[config.mk]
export PLATFORM = sky130hd
export DESIGN_NAME = hbridge_deadtime_gate
export DESIGN_NICKNAME = d
export VERILOG_FILES = /design/src/rtl/brush_motor_pkg.sv /design/src/rtl/hbridge_deadtime_leg.sv /design/src/rtl/hbridge_deadtime_gate.sv
export SDC_FILE = /design/constraint.sdc
export NUM_CORES = 1
export LEC_CHECK = 0
export CORE_MARGIN = 3
export CORE_UTILIZATION = 37
export DETAILED_ROUTE_END_ITERATION = 6
export GPL_TIMING_DRIVEN = 0
export PLACE_DENSITY = 0.57
export SLEW_MARGIN = 20
export SYNTH_ARGS = -nofsm -noshare
export SYNTH_HDL_FRONTEND = slang
export SYNTH_SLANG_ARGS = --single-unit
export TNS_END_PERCENT = 20
[constraint.sdc]
create_clock -name csi_MCLK_clk -period 3.3 [get_ports csi_MCLK_clk]
set_input_delay 0.99 -clock csi_MCLK_clk [delete_from_list [all_inputs] [get_ports csi_MCLK_clk]]
set_output_delay 0.99 -clock csi_MCLK_clk [all_outputs]
set_load 0.005 [all_outputs]
[src/rtl/brush_motor_pkg.sv]
// Shared constants for the brush-motor H-bridge gate stage: register map, ID,
// per-leg state encoding and the dead-time clamp helper.
// No logic of its own.
package brush_motor_pkg;

    localparam logic [31:0] HB_ID = 32'hEA680013;

    localparam logic [2:0] ADDR_ID     = 3'd0;
    localparam logic [2:0] ADDR_DT     = 3'd1;
    localparam logic [2:0] ADDR_CTRL   = 3'd2;
    localparam logic [2:0] ADDR_STATUS = 3'd3;

    // Leg FSM encoding
    localparam logic [2:0] LEG_OFF   = 3'd0;
    localparam logic [2:0] LEG_DT_LO = 3'd1;
    localparam logic [2:0] LEG_LO_ON = 3'd2;
    localparam logic [2:0] LEG_DT_HI = 3'd3;
    localparam logic [2:0] LEG_HI_ON = 3'd4;

    // Gate snapshot as reported in STATUS[7:4]
    typedef struct packed {
        logic ah;
        logic al;
        logic bh;
        logic bl;
    } gates_t;

    // A dead time of zero would never expire; treat it as one cycle.
    function automatic logic [15:0] dt_eff(input logic [15:0] dt);
        return (dt == 16'd0) ? 16'd1 : dt;
    endfunction

endpackage

[src/rtl/hbridge_deadtime_leg.sv]
// Purpose: one H-bridge leg; turns a high/low command into hi/lo gate drives with a dead gap.
// Latency: off-gate falls 1 edge after cmd changes; on-gate rises max(dt,1) edges later.
// Backpressure: none; kill or !en forces both gates off on the next edge.
module hbridge_deadtime_leg
    import brush_motor_pkg::*;
(
    input  logic        clk,
    input  logic        rst,
    input  logic        cmd,
    input  logic        en,
    input  logic        kill,
    input  logic [15:0] dt,
    output logic        hi,
    output logic        lo
);

    logic [2:0]  state_q, state_d;
    logic [15:0] cnt_q, cnt_d;
    // Set when DT_LO was entered from HI_ON: only then may the high side
    // come straight back, because the low side has not driven since.
    logic        from_hi_q, from_hi_d;
    logic        hi_q, hi_d;
    logic        lo_q, lo_d;

    // Next-state, dead-time counter and registered gate values
    always_comb begin
        state_d   = state_q;
        cnt_d     = cnt_q;
        from_hi_d = from_hi_q;
        case (state_q)
            LEG_OFF: begin
                state_d   = LEG_DT_LO;
                cnt_d     = dt_eff(dt);
                from_hi_d = 1'b0;
            end
            LEG_DT_LO: begin
                if (from_hi_q && cmd) begin
                    state_d = LEG_HI_ON;
                end else if (cnt_q == 16'd1) begin
                    if (cmd) begin
                        state_d = LEG_DT_HI;
                        cnt_d   = dt_eff(dt);
                    end else begin
                        state_d = LEG_LO_ON;
                    end
                end else begin
                    cnt_d = cnt_q - 16'd1;
                end
            end
            LEG_LO_ON: begin
                if (cmd) begin
                    state_d = LEG_DT_HI;
                    cnt_d   = dt_eff(dt);
                end
            end
            LEG_DT_HI: begin
                if (!cmd) begin
                    state_d = LEG_LO_ON;
                end else if (cnt_q == 16'd1) begin
                    state_d = LEG_HI_ON;
                end else begin
                    cnt_d = cnt_q - 16'd1;
                end
            end
            LEG_HI_ON: begin
                if (!cmd) begin
                    state_d   = LEG_DT_LO;
                    cnt_d     = dt_eff(dt);
                    from_hi_d = 1'b1;
                end
            end
            default: state_d = LEG_OFF;
        endcase
        if (!en || kill) begin
            state_d = LEG_OFF;
        end
        hi_d = (state_d == LEG_HI_ON);
        lo_d = (state_d == LEG_LO_ON);
    end

    // State, counter and gate flops
    always_ff @(posedge clk) begin
        if (rst) begin
            state_q   <= LEG_OFF;
            cnt_q     <= 16'd0;
            from_hi_q <= 1'b0;
            hi_q      <= 1'b0;
            lo_q      <= 1'b0;
        end else begin
            state_q   <= state_d;
            cnt_q     <= cnt_d;
            from_hi_q <= from_hi_d;
            hi_q      <= hi_d;
            lo_q      <= lo_d;
        end
    end

    assign hi = hi_q;
    assign lo = lo_q;

endmodule

[src/rtl/hbridge_deadtime_gate.sv]
// Purpose: H-bridge gate drive with dead time, fault latch and Avalon-MM config/status.
// Latency: HX/HY edge to off-gate fall SYNC_STAGES+1 edges; readdata valid the edge after read.
// Backpressure: none; waitrequest tied low, every access completes in one cycle.
module hbridge_deadtime_gate
    import brush_motor_pkg::*;
#(
    parameter int DEFAULT_DT  = 16,
    parameter int SYNC_STAGES = 2
) (
    input  logic        csi_MCLK_clk,
    input  logic        rsi_MRST_reset,
    input  logic [2:0]  avs_ctrl_address,
    input  logic [31:0] avs_ctrl_writedata,
    input  logic [3:0]  avs_ctrl_byteenable,
    input  logic        avs_ctrl_write,
    input  logic        avs_ctrl_read,
    output logic [31:0] avs_ctrl_readdata,
    output logic        avs_ctrl_waitrequest,
    input  logic        HX,
    input  logic        HY,
    input  logic        OC_FAULT,
    output logic        AH,
    output logic        AL,
    output logic        BH,
    output logic        BL
);

    logic clk;
    logic rst;
    assign clk = csi_MCLK_clk;
    assign rst = rsi_MRST_reset;

    logic [SYNC_STAGES-1:0] hx_sync_q, hx_sync_d;
    logic [SYNC_STAGES-1:0] hy_sync_q, hy_sync_d;
    logic [SYNC_STAGES-1:0] oc_sync_q, oc_sync_d;
    logic [15:0] dt_q, dt_d;
    logic        enable_q, enable_d;
    logic        fault_q, fault_d;
    logic        cause_oc_q, cause_oc_d;
    logic        cause_both_q, cause_both_d;
    logic [31:0] readdata_q, readdata_d;

    logic   hx_s, hy_s, oc_s;
    logic   oc_det, both_det, fault_cond, fault_clr, kill;
    gates_t gates;
    logic   unused_avs;

    assign hx_s = hx_sync_q[SYNC_STAGES-1];
    assign hy_s = hy_sync_q[SYNC_STAGES-1];
    assign oc_s = oc_sync_q[SYNC_STAGES-1];

    assign gates      = '{ah: AH, al: AL, bh: BH, bl: BL};
    assign unused_avs = ^{avs_ctrl_writedata[31:16], avs_ctrl_byteenable[3:2]};

    // Synchroniser shift, register writes, fault latch and read mux
    always_comb begin
        hx_sync_d = {hx_sync_q[SYNC_STAGES-2:0], HX};
        hy_sync_d = {hy_sync_q[SYNC_STAGES-2:0], HY};
        oc_sync_d = {oc_sync_q[SYNC_STAGES-2:0], OC_FAULT};

        dt_d      = dt_q;
        enable_d  = enable_q;
        fault_clr = 1'b0;
        if (avs_ctrl_write && avs_ctrl_address == ADDR_DT) begin
            if (avs_ctrl_byteenable[0]) dt_d[7:0]  = avs_ctrl_writedata[7:0];
            if (avs_ctrl_byteenable[1]) dt_d[15:8] = avs_ctrl_writedata[15:8];
        end
        if (avs_ctrl_write && avs_ctrl_address == ADDR_CTRL) begin
            enable_d  = avs_ctrl_writedata[0];
            fault_clr = avs_ctrl_writedata[1];
        end

        // A fault present in the clear cycle beats the clear.
        oc_det       = enable_q & oc_s;
        both_det     = enable_q & hx_s & hy_s;
        fault_cond   = oc_det | both_det;
        fault_d      = fault_q;
        cause_oc_d   = cause_oc_q;
        cause_both_d = cause_both_q;
        if (fault_cond) begin
            fault_d      = 1'b1;
            cause_oc_d   = cause_oc_q | oc_det;
            cause_both_d = cause_both_q | both_det;
        end else if (fault_clr) begin
            fault_d      = 1'b0;
            cause_oc_d   = 1'b0;
            cause_both_d = 1'b0;
        end

        readdata_d = readdata_q;
        if (avs_ctrl_read) begin
            case (avs_ctrl_address)
                ADDR_ID:     readdata_d = HB_ID;
                ADDR_DT:     readdata_d = {16'd0, dt_q};
                ADDR_CTRL:   readdata_d = {31'd0, enable_q};
                ADDR_STATUS: readdata_d = {24'd0, gates, 1'b0, cause_both_q, cause_oc_q, fault_q};
                default:     readdata_d = 32'd0;
            endcase
        end
    end

    // Legs are killed in the detection cycle itself so gates drop one edge after detection
    assign kill = fault_q | fault_cond;

    // Register, synchroniser and fault flops
    always_ff @(posedge clk) begin
        if (rst) begin
            hx_sync_q    <= '0;
            hy_sync_q    <= '0;
            oc_sync_q    <= '0;
            dt_q         <= 16'(DEFAULT_DT);
            enable_q     <= 1'b0;
            fault_q      <= 1'b0;
            cause_oc_q   <= 1'b0;
            cause_both_q <= 1'b0;
            readdata_q   <= 32'd0;
        end else begin
            hx_sync_q    <= hx_sync_d;
            hy_sync_q    <= hy_sync_d;
            oc_sync_q    <= oc_sync_d;
            dt_q         <= dt_d;
            enable_q     <= enable_d;
            fault_q      <= fault_d;
            cause_oc_q   <= cause_oc_d;
            cause_both_q <= cause_both_d;
            readdata_q   <= readdata_d;
        end
    end

    hbridge_deadtime_leg u_leg_a (
        .clk  (clk),
        .rst  (rst),
        .cmd  (hx_s),
        .en   (enable_q),
        .kill (kill),
        .dt   (dt_q),
        .hi   (AH),
        .lo   (AL)
    );

    hbridge_deadtime_leg u_leg_b (
        .clk  (clk),
        .rst  (rst),
        .cmd  (hy_s),
        .en   (enable_q),
        .kill (kill),
        .dt   (dt_q),
        .hi   (BH),
        .lo   (BL)
    );

    assign avs_ctrl_readdata    = readdata_q;
    assign avs_ctrl_waitrequest = 1'b0;

endmodule

# Yosys cells after proc, flatten, opt, wreduce, memory -nomap -nowiden
# Cells that the tools add are included.
# classes
bitwise	7
eq_ne	25
muxes	43
reduce_logical	21
n_addsub	2
# ops
cell	n
two-way mux 16 bit	13
one-hot mux 16 bit (5 select lines)	2
one-hot mux 32 bit (4 select lines)	1
two-way mux 3 bit	14
equality test 16 x 1 -> 1 bit, second input constant	2
subtractor 16 x 1 -> 16 bit, second input constant	2
one-hot mux 3 bit (5 select lines)	2
equality test 3 x 2 -> 1 bit, second input constant	8
logical NOT 16 bit	1
!= test 2 bit, second input constant	8
equality test 3 bit, second input constant	4
AND reduction 5 bit	2
nonzero test 5 bit	2
equality test 3 x 1 -> 1 bit, second input constant	3
logical NOT 3 bit	3
two-way mux 1 bit	9
AND reduction 2 bit	4
nonzero test 2 bit	3
logical AND 1 bit	4
bitwise OR 1 bit	4
one-hot mux 1 bit (2 select lines)	2
AND 1 bit	3
logical NOT 1 bit	1
logical OR 1 bit	1
# totals
ff_bits	102

# Longest topological paths before layout
# depth
ltp_word	7
depth_mapped	10

# Modules after synthesis
# A second synthesis with hierarchy kept.
# unflattened
hier_cells	699
area_unflattened_um2	5695.5
# by_module_without_submodules
mod	area_per_inst_um2	seq_area_each_um2	n_inst	cells_per_inst
hbridge_deadtime_leg (u_leg_b)	1904.3	440.4	1	251
hbridge_deadtime_gate	1896.8	860.8	1	208
hbridge_deadtime_leg (u_leg_a)	1894.3	440.4	1	240

# Worst setup path before layout
# Ideal clock, no wire load.
# synth_timing
kind	input to register
start	input port avs_ctrl_address[2]
end	register dt_q[4]
slack_ns	1.150
cell_stages	5
arrival_ns	2.023
cell_sequence	clkbuf_1 nor4bb_1 nand2_1 mux2i_1 nand2_1
# synth_via
elab_chain_len	3
# synth_rtl
element	line	text
start, declared	hbridge_deadtime_gate.sv:12	input logic [2:0] avs_ctrl_address,
equality test 3 x 1 -> 1 bit	hbridge_deadtime_gate.sv:64	if (avs_ctrl_write && avs_ctrl_address == ADDR_DT) begin
logical AND 1 bit	hbridge_deadtime_gate.sv:64	
AND reduction 2 bit (no line)	n/a	
end signal, assigned	hbridge_deadtime_gate.sv:111	dt_q <= 16'(DEFAULT_DT);
end signal, assigned	hbridge_deadtime_gate.sv:121	dt_q <= dt_d;
end, declared	hbridge_deadtime_gate.sv:36	logic [15:0] dt_q, dt_d;
# Every way passes these cells.
# A chain may end at the register's enable or synchronous reset.

# Worst setup path in the final report
# layout_timing
start	input port avs_ctrl_address[0]
end	register readdata_q[12] (netlist: avs_ctrl_readdata[12])
# layout_via
elab_chain_len	2
# layout_rtl
element	line	text
equality test 3 x 2 -> 1 bit, or another cell as far along	hbridge_deadtime_gate.sv:92	case (avs_ctrl_address)
one-hot mux 32 bit (4 select lines) *	hbridge_deadtime_gate.sv:92	
end signal, assigned	hbridge_deadtime_gate.sv:126	readdata_q <= readdata_d;
end, declared	hbridge_deadtime_gate.sv:41	logic [31:0] readdata_q, readdata_d;
# Every way passes the cells marked *; elsewhere a longest branch is shown, timed or not.

==> flow_summary.toml <==
[synthesis]
synth.most_common_cell = "dfxtp_1"
synth_top_area_cell = "dfxtp_1"
synth-seq-area-share_pct = 35.3
yosysUniqueCellTypes = 79
yosysTopAreaCellShare_pct = 35.3
synthCells = 596
synth_edf_count = 0
yosysWarnings = 0
synthFlopType = "dfxtp_1"
async_reset_ff_share_pct = 0
syn_avg_cell_area_sq_um = 8.28
netlist_area_sq_mm = 0.00493
synth-seq-cells = 87
synth.top_cells.by_area = "dfxtp_1 35%, nor2_1 5.5%, mux2i_1 5.3%"
yosys-top-cells-count = "87 x dfxtp_1, 72 x nor2_1, 40 x a21oi_1"

[floorplanning]
die_w_um = 121
dieArea_sq_mm = 0.0148
die_y_um = 121
fp-row-count = 41
ioPinCount = 83
initial_utilization_pct = 38.5
core_sq_mm = 0.0128

[timing]
period_minus_slack_ps = 2610
fin_tns_setup_ps = 0
clock_skew_ps = 9.08
timing.final.crit_share_pct = 79.1
max_freq_mhz = 383
slew_violations = 0
slew_headroom_pct = 40.6
finalSetupViolations = 0
rsz0062_at_grt = "no"
worst_pin_slew_ps = 889
hold_viol = 0

[setup_path]
arrival_ps = 2880
worstPathMaxFanout = 10
crit_type = "in2reg"
endpoint_kind = "flip-flop"
startpoint_type = "primary input"
worstPathRequired_ps = 3570

[job]
drv_cap = 0

[drt]
final_antenna_net_count = 0
drcViolationCount = 0
vias_per_cell = 5.72
first_pass_iters = 5
via_count = 4835
routed_wl_um = 16000
post_drt_wl_per_cell_um = 18.9
drtIter0Drc = 369

[final_layout]
final_cell_count_no_fill = 846
drive_gt1_share_pct = 12.0
syn2layout_area_growth_pct = 22.1
n_antenna_cell = 0
final_area_sq_mm = 0.00602
final_nets = 719

[cts]
cts_made_buffers = 9
clock_tree.root_cell = "clkbuf_16"
cts_buffer_depth = 2
cts_max_level = 3
post_cts_resized = 0
tritoncts = "yes"
clock_latency_ps = 340
clk_pin_slew_ps = 70
cts.sink_count = 87
post-cts-setup-buffers = 0
holdBufCountCts = 0

[power_and_ir_drop]
ir_drop_uv = 243
power.leakage_uw = 0.00232
p_per_area_mw_per_mm2 = 393

[worst_hold_path]
hold_class = "reg2reg"

[placement]
placed_cell_area_sq_mm = 0.00572
dpl.cell_count = 830
dp_hpwl_um = 11600
gp_congestion = 0.915
portBuffers = 54

[outcome]
outcome = "complete, no violations"

[grt]
grt_pass1_vias = 4548
grt_pass1_wl_um = 25200
grtUsageTotal_pct = 21.8
antenna_found_initial = 0
grt_max_degree = 17
overflow = 0
[flip-flops by register name (all words and copies together) (netlist names), 2 cells and up]
register / flops
avs_ctrl_readdata: 17
dt_q: 16
u_leg_a.cnt_q: 16
u_leg_b.cnt_q: 16
u_leg_a.state_q: 3
u_leg_b.state_q: 3
hx_sync_q: 2
hy_sync_q: 2
oc_sync_q: 2
[cell families after synthesis]
group                      share of synthesized area [%]
muxes                                               6.49
buffers and inverters                               7.51
adders and majority gates                           1.01
AOI/OAI and AO/OA                                   23.5
xor gates and xnor gates                            1.24
other                                             0.0760
DFF                                                 35.3
and+or+nand+nor                                     24.8
[per-stage QoR]
step | hold slack (ps) | util (%) | setup slack, ps | total power, uW
global route | 456 | 47.0 | 530 | 2450
CTS | 439 | 47.0 | 703 | 2390
finish | 435 | 47.0 | 690 | 2370
detailed placement | 423 | 44.6 | 343 | 1330
global placement | 425 | 44.6 | 409 | 1330
floorplan | 414 | - | 1150 | 1250
[placed cells by master (no fill, tap or decap), drive strengths merged, types with 5 or more instances in the layout]
cell type	count
nand2b	5
nor4	18
mux2	5
and3	6
clkdlybuf4s50	54
mux2i	26
clkbuf	30
conb	9
o31ai	5
a22oi	19
nor3b	5
buf	32
nand3	15
nor3	33
o21ai	42
nor2	72
inv	20
a32oi	5
nor2b	14
nand2	34
dfxtp	87
or4	5
a21oi	41
a211oi	9
or2	6
a31oi	5
[critical path: stages]
cell	delay [ps]
clkdlybuf4s50_1	470
clkbuf_1	350
nor4b_2	770
a22oi_1	170
nor2_1	130
[routing by layer]
| metal | global-route usage (%) | up-vias | part of all wire [%] |
|---|---|---|---|
| li1 | - | 2314 | - |
| met1 | 29.8 | 2331 | 45 |
| met2 | 35.4 | 164 | 48 |
| met3 | 3.03 | 26 | 5.1 |
| met4 | 7.00 | 0 | 2.4 |
| met5 | 0 | - | 0 |
[where the power goes]
group / total, uW / switching [uW] / internal (uW)
registers: 1080 / 18.3 / 1060
logic: 230 / 126 / 104
clock network: 1060 / 460 / 597
[cell type report]
type | instances | area, sq um
tap | 172 | 215
timing repair buffer | 54 | 541
sequential | 87 | 1740
clock inverter | 7 | 80.1
clock buffer | 9 | 225
fill | 1285 | 6800
multi-input combinational | 446 | 2850
buffer | 53 | 303
inverter | 18 | 67.6
[final timing paths]
kind	slack, ps	end	cells past startpoint	from
min reg2reg	430	hy_sync_q[1]$_SDFF_PP0_	1	hy_sync_q[0]$_SDFF_PP0_
max reg2reg	910	u_leg_a.cnt_q[13]$_SDFFE_PP0P_	8	u_leg_a.cnt_q[0]$_SDFFE_PP0P_
max	690	avs_ctrl_readdata[12]$_SDFFE_PP0P_	5	avs_ctrl_address[0]
min	430	hy_sync_q[1]$_SDFF_PP0_	1	hy_sync_q[0]$_SDFF_PP0_
Note: power is estimated with default switching activity, not from simulation.
==> RTL change, RTL diff (config.mk and constraints unchanged) <==
Set the parameter `SYNC_STAGES` to 4 (it was 2).
--- a/src/rtl/hbridge_deadtime_gate.sv
+++ b/src/rtl/hbridge_deadtime_gate.sv
@@ -6,5 +6,5 @@
 #(
     parameter int DEFAULT_DT  = 16,
-    parameter int SYNC_STAGES = 2
+    parameter int SYNC_STAGES = 4
 ) (
     input  logic        csi_MCLK_clk,
Formal check against the unedited RTL: not equivalent (Yosys sat finds a counterexample within 10 cycles, from zero or initial values and one cycle with rsi_MRST_reset high).
==> RTL change against the unedited design <==
Cell area increased by 9.0%. Count of clock-buffer cells in the layout up 1. Clock skew grew 0.0079 ns. Total power up 5.1%. Synthesized area is 11% higher. Sequential cell count up 6. Sequential share of layout area is 0.56 points lower. Setup slack got worse by 0.21 ns. Wire length increased by 6.7%. Critical path type unchanged. Largest power group unchanged.
==> RTL change: results (changes against the unedited design) <==
- Number of iterations in the first detailed-routing pass: 5 (unchanged)
- Reg2reg path depth: 9 (+1)
- ANT cells: 0 (unchanged)
- Met2 Wirelength: 7.62 mm (-0.16%)
- Reg2reg end: u_leg_b.cnt_q[15]
- Hold Path Depth: 1 (unchanged)
- Nets: 789 (+9.7%)
- CP arrival: 3.03 ns (+0.15 ns)
- Hold Path End: hx_sync_q[3]
- Peak supply drop: 0.418 mV (+72%)
- Crit Path Max Fanout: 8 (-2)
- Worst hold start: hx_sync_q[2]
- 1st-iter DRT viols: 375 (+1.6%)
- Worst R2R Start: u_leg_b.cnt_q[1]
- Dominant cells by area after synthesis: dfxtp_1, mux2i_1, nor2_1, a21oi_1, clkbuf_1
- First-pass GRT wire length: 27.1 mm (+7.8%)
- M1 WL: 8.15 mm (+14%)
- Pint: 1.86 mW (+5.5%)
- Placer Congestion: 0.905 (-1.1%)
- Worst setup path end: dt_q[15]
- Place WS: 0.126 ns (-0.217 ns)
- Met2 Resource Use GR: 0.325 (-0.0298)
- Min cycle time layout: 2.82 ns (+0.210 ns)
- Post-synthesis sequential area ratio: 0.341 (-0.0120)
- CTS buffer count: 9 (unchanged)
- Largest net degree at the start of global routing: 17 (unchanged)
- Initial antenna violation count: 0 (unchanged)
- Metal3 WL: 944 um (+15%)
- Tot GR Track Use: 0.209 (-0.00873)
- Vias in the first global route: 5084 (+12%)
- Status: completed
- Number of H-tree levels: 3 (unchanged)
- Worst-Skew Late Latency: 0.35 ns
- R2R Setup Slk: 0.50 ns (-0.41 ns)
- Yosys cell types: 72 (-8.9%)
- Top routing layer used: met4
- Worst hold path class: flop to flop
- GR Util met1: 0.290 (-0.00864)
- Port Buffers: 54 (unchanged)
- Rel. slew slack: 0.296 (-0.111)
- Worst Skew: 0.0169 ns (+0.00785 ns)
- Post-CTS sizing: 0 (unchanged)
- GRT met3 Usage: 0.0464 (+0.0161)
- Crit path from: avs_ctrl_address[1]
- Final wirelength: 17.1 mm (+6.7%)
- HPWL Detailed: 12.7 mm (+9.1%)
- Clk pin slew, worst setup/hold paths: 0.08 ns
- Area of placed instances: 6270 sq um (+9.6%)
- Max reg flops: 17 (unchanged)
- P_leak: 2.42 nW (+4.6%)
- Via count: 5210 (+7.8%)
- Post-synth ARST share: 0 (unchanged)
- Post-CTS setup buffers: 0 (unchanged)
- Synth top cells by count: dfxtp_1, nor2_1, a21oi_1, clkbuf_1
- Share of cells above drive strength 1: 0.106 (-0.0140)
[RTL change: logic make-up (layout without fill, tap and decap cells)]
kind of cell,after synthesis,after routing,share of synthesized area
and+or+nand+nor,261,261,0.259
AOI/OAI and AO/OA,165,165,0.208
DFF,93,93,0.341
buffers and inverters,81,152,0.0738
muxes,44,44,0.0832
xor gates and xnor gates,16,16,0.0257
adders and majority gates,4,4,0.00917
other,1,9,0.000687
[RTL change: power groups by stage]
stage / sequential [mW] / clock (mW) / combinational [mW]
2_1_floorplan: 1.18 / 0 / 0.182
3_3_place_gp: 1.18 / 0 / 0.264
3_5_place_dp: 1.18 / 0 / 0.267
4_1_cts: 1.16 / 1.10 / 0.269
5_1_grt: 1.16 / 1.13 / 0.297
6_report: 1.16 / 1.06 / 0.270
[RTL change: metrics by stage]
step	power [mW]	std cells	hold WS, ns
2_1_floorplan	1.36	673	0.414
3_3_place_gp	1.45	907	0.417
3_5_place_dp	1.45	908	0.421
4_1_cts	2.52	924	0.427
5_1_grt	2.59	924	0.457
6_report	2.49	924	0.422
[RTL change: critical path, stage by stage]
cell and delay [ns]:
clkdlybuf4s50_1 0.51, nor4bb_1 0.73, nand2_1 0.48, mux2i_1 0.26
nor2_1 0.05
[RTL change: final cells by class]
| type | instances | area (sq um) |
|---|---|---|
| Fill cell | 1411 | 7580 |
| Clock buffer | 10 | 229 |
| Buffer | 66 | 347 |
| Clock inverter | 6 | 72.6 |
| Inverter | 15 | 56.3 |
| Timing Repair Buffer | 55 | 546 |
| Multi-Input combinational cell | 499 | 3230 |
| Sequential cell | 93 | 1860 |
| Tap cell | 180 | 225 |
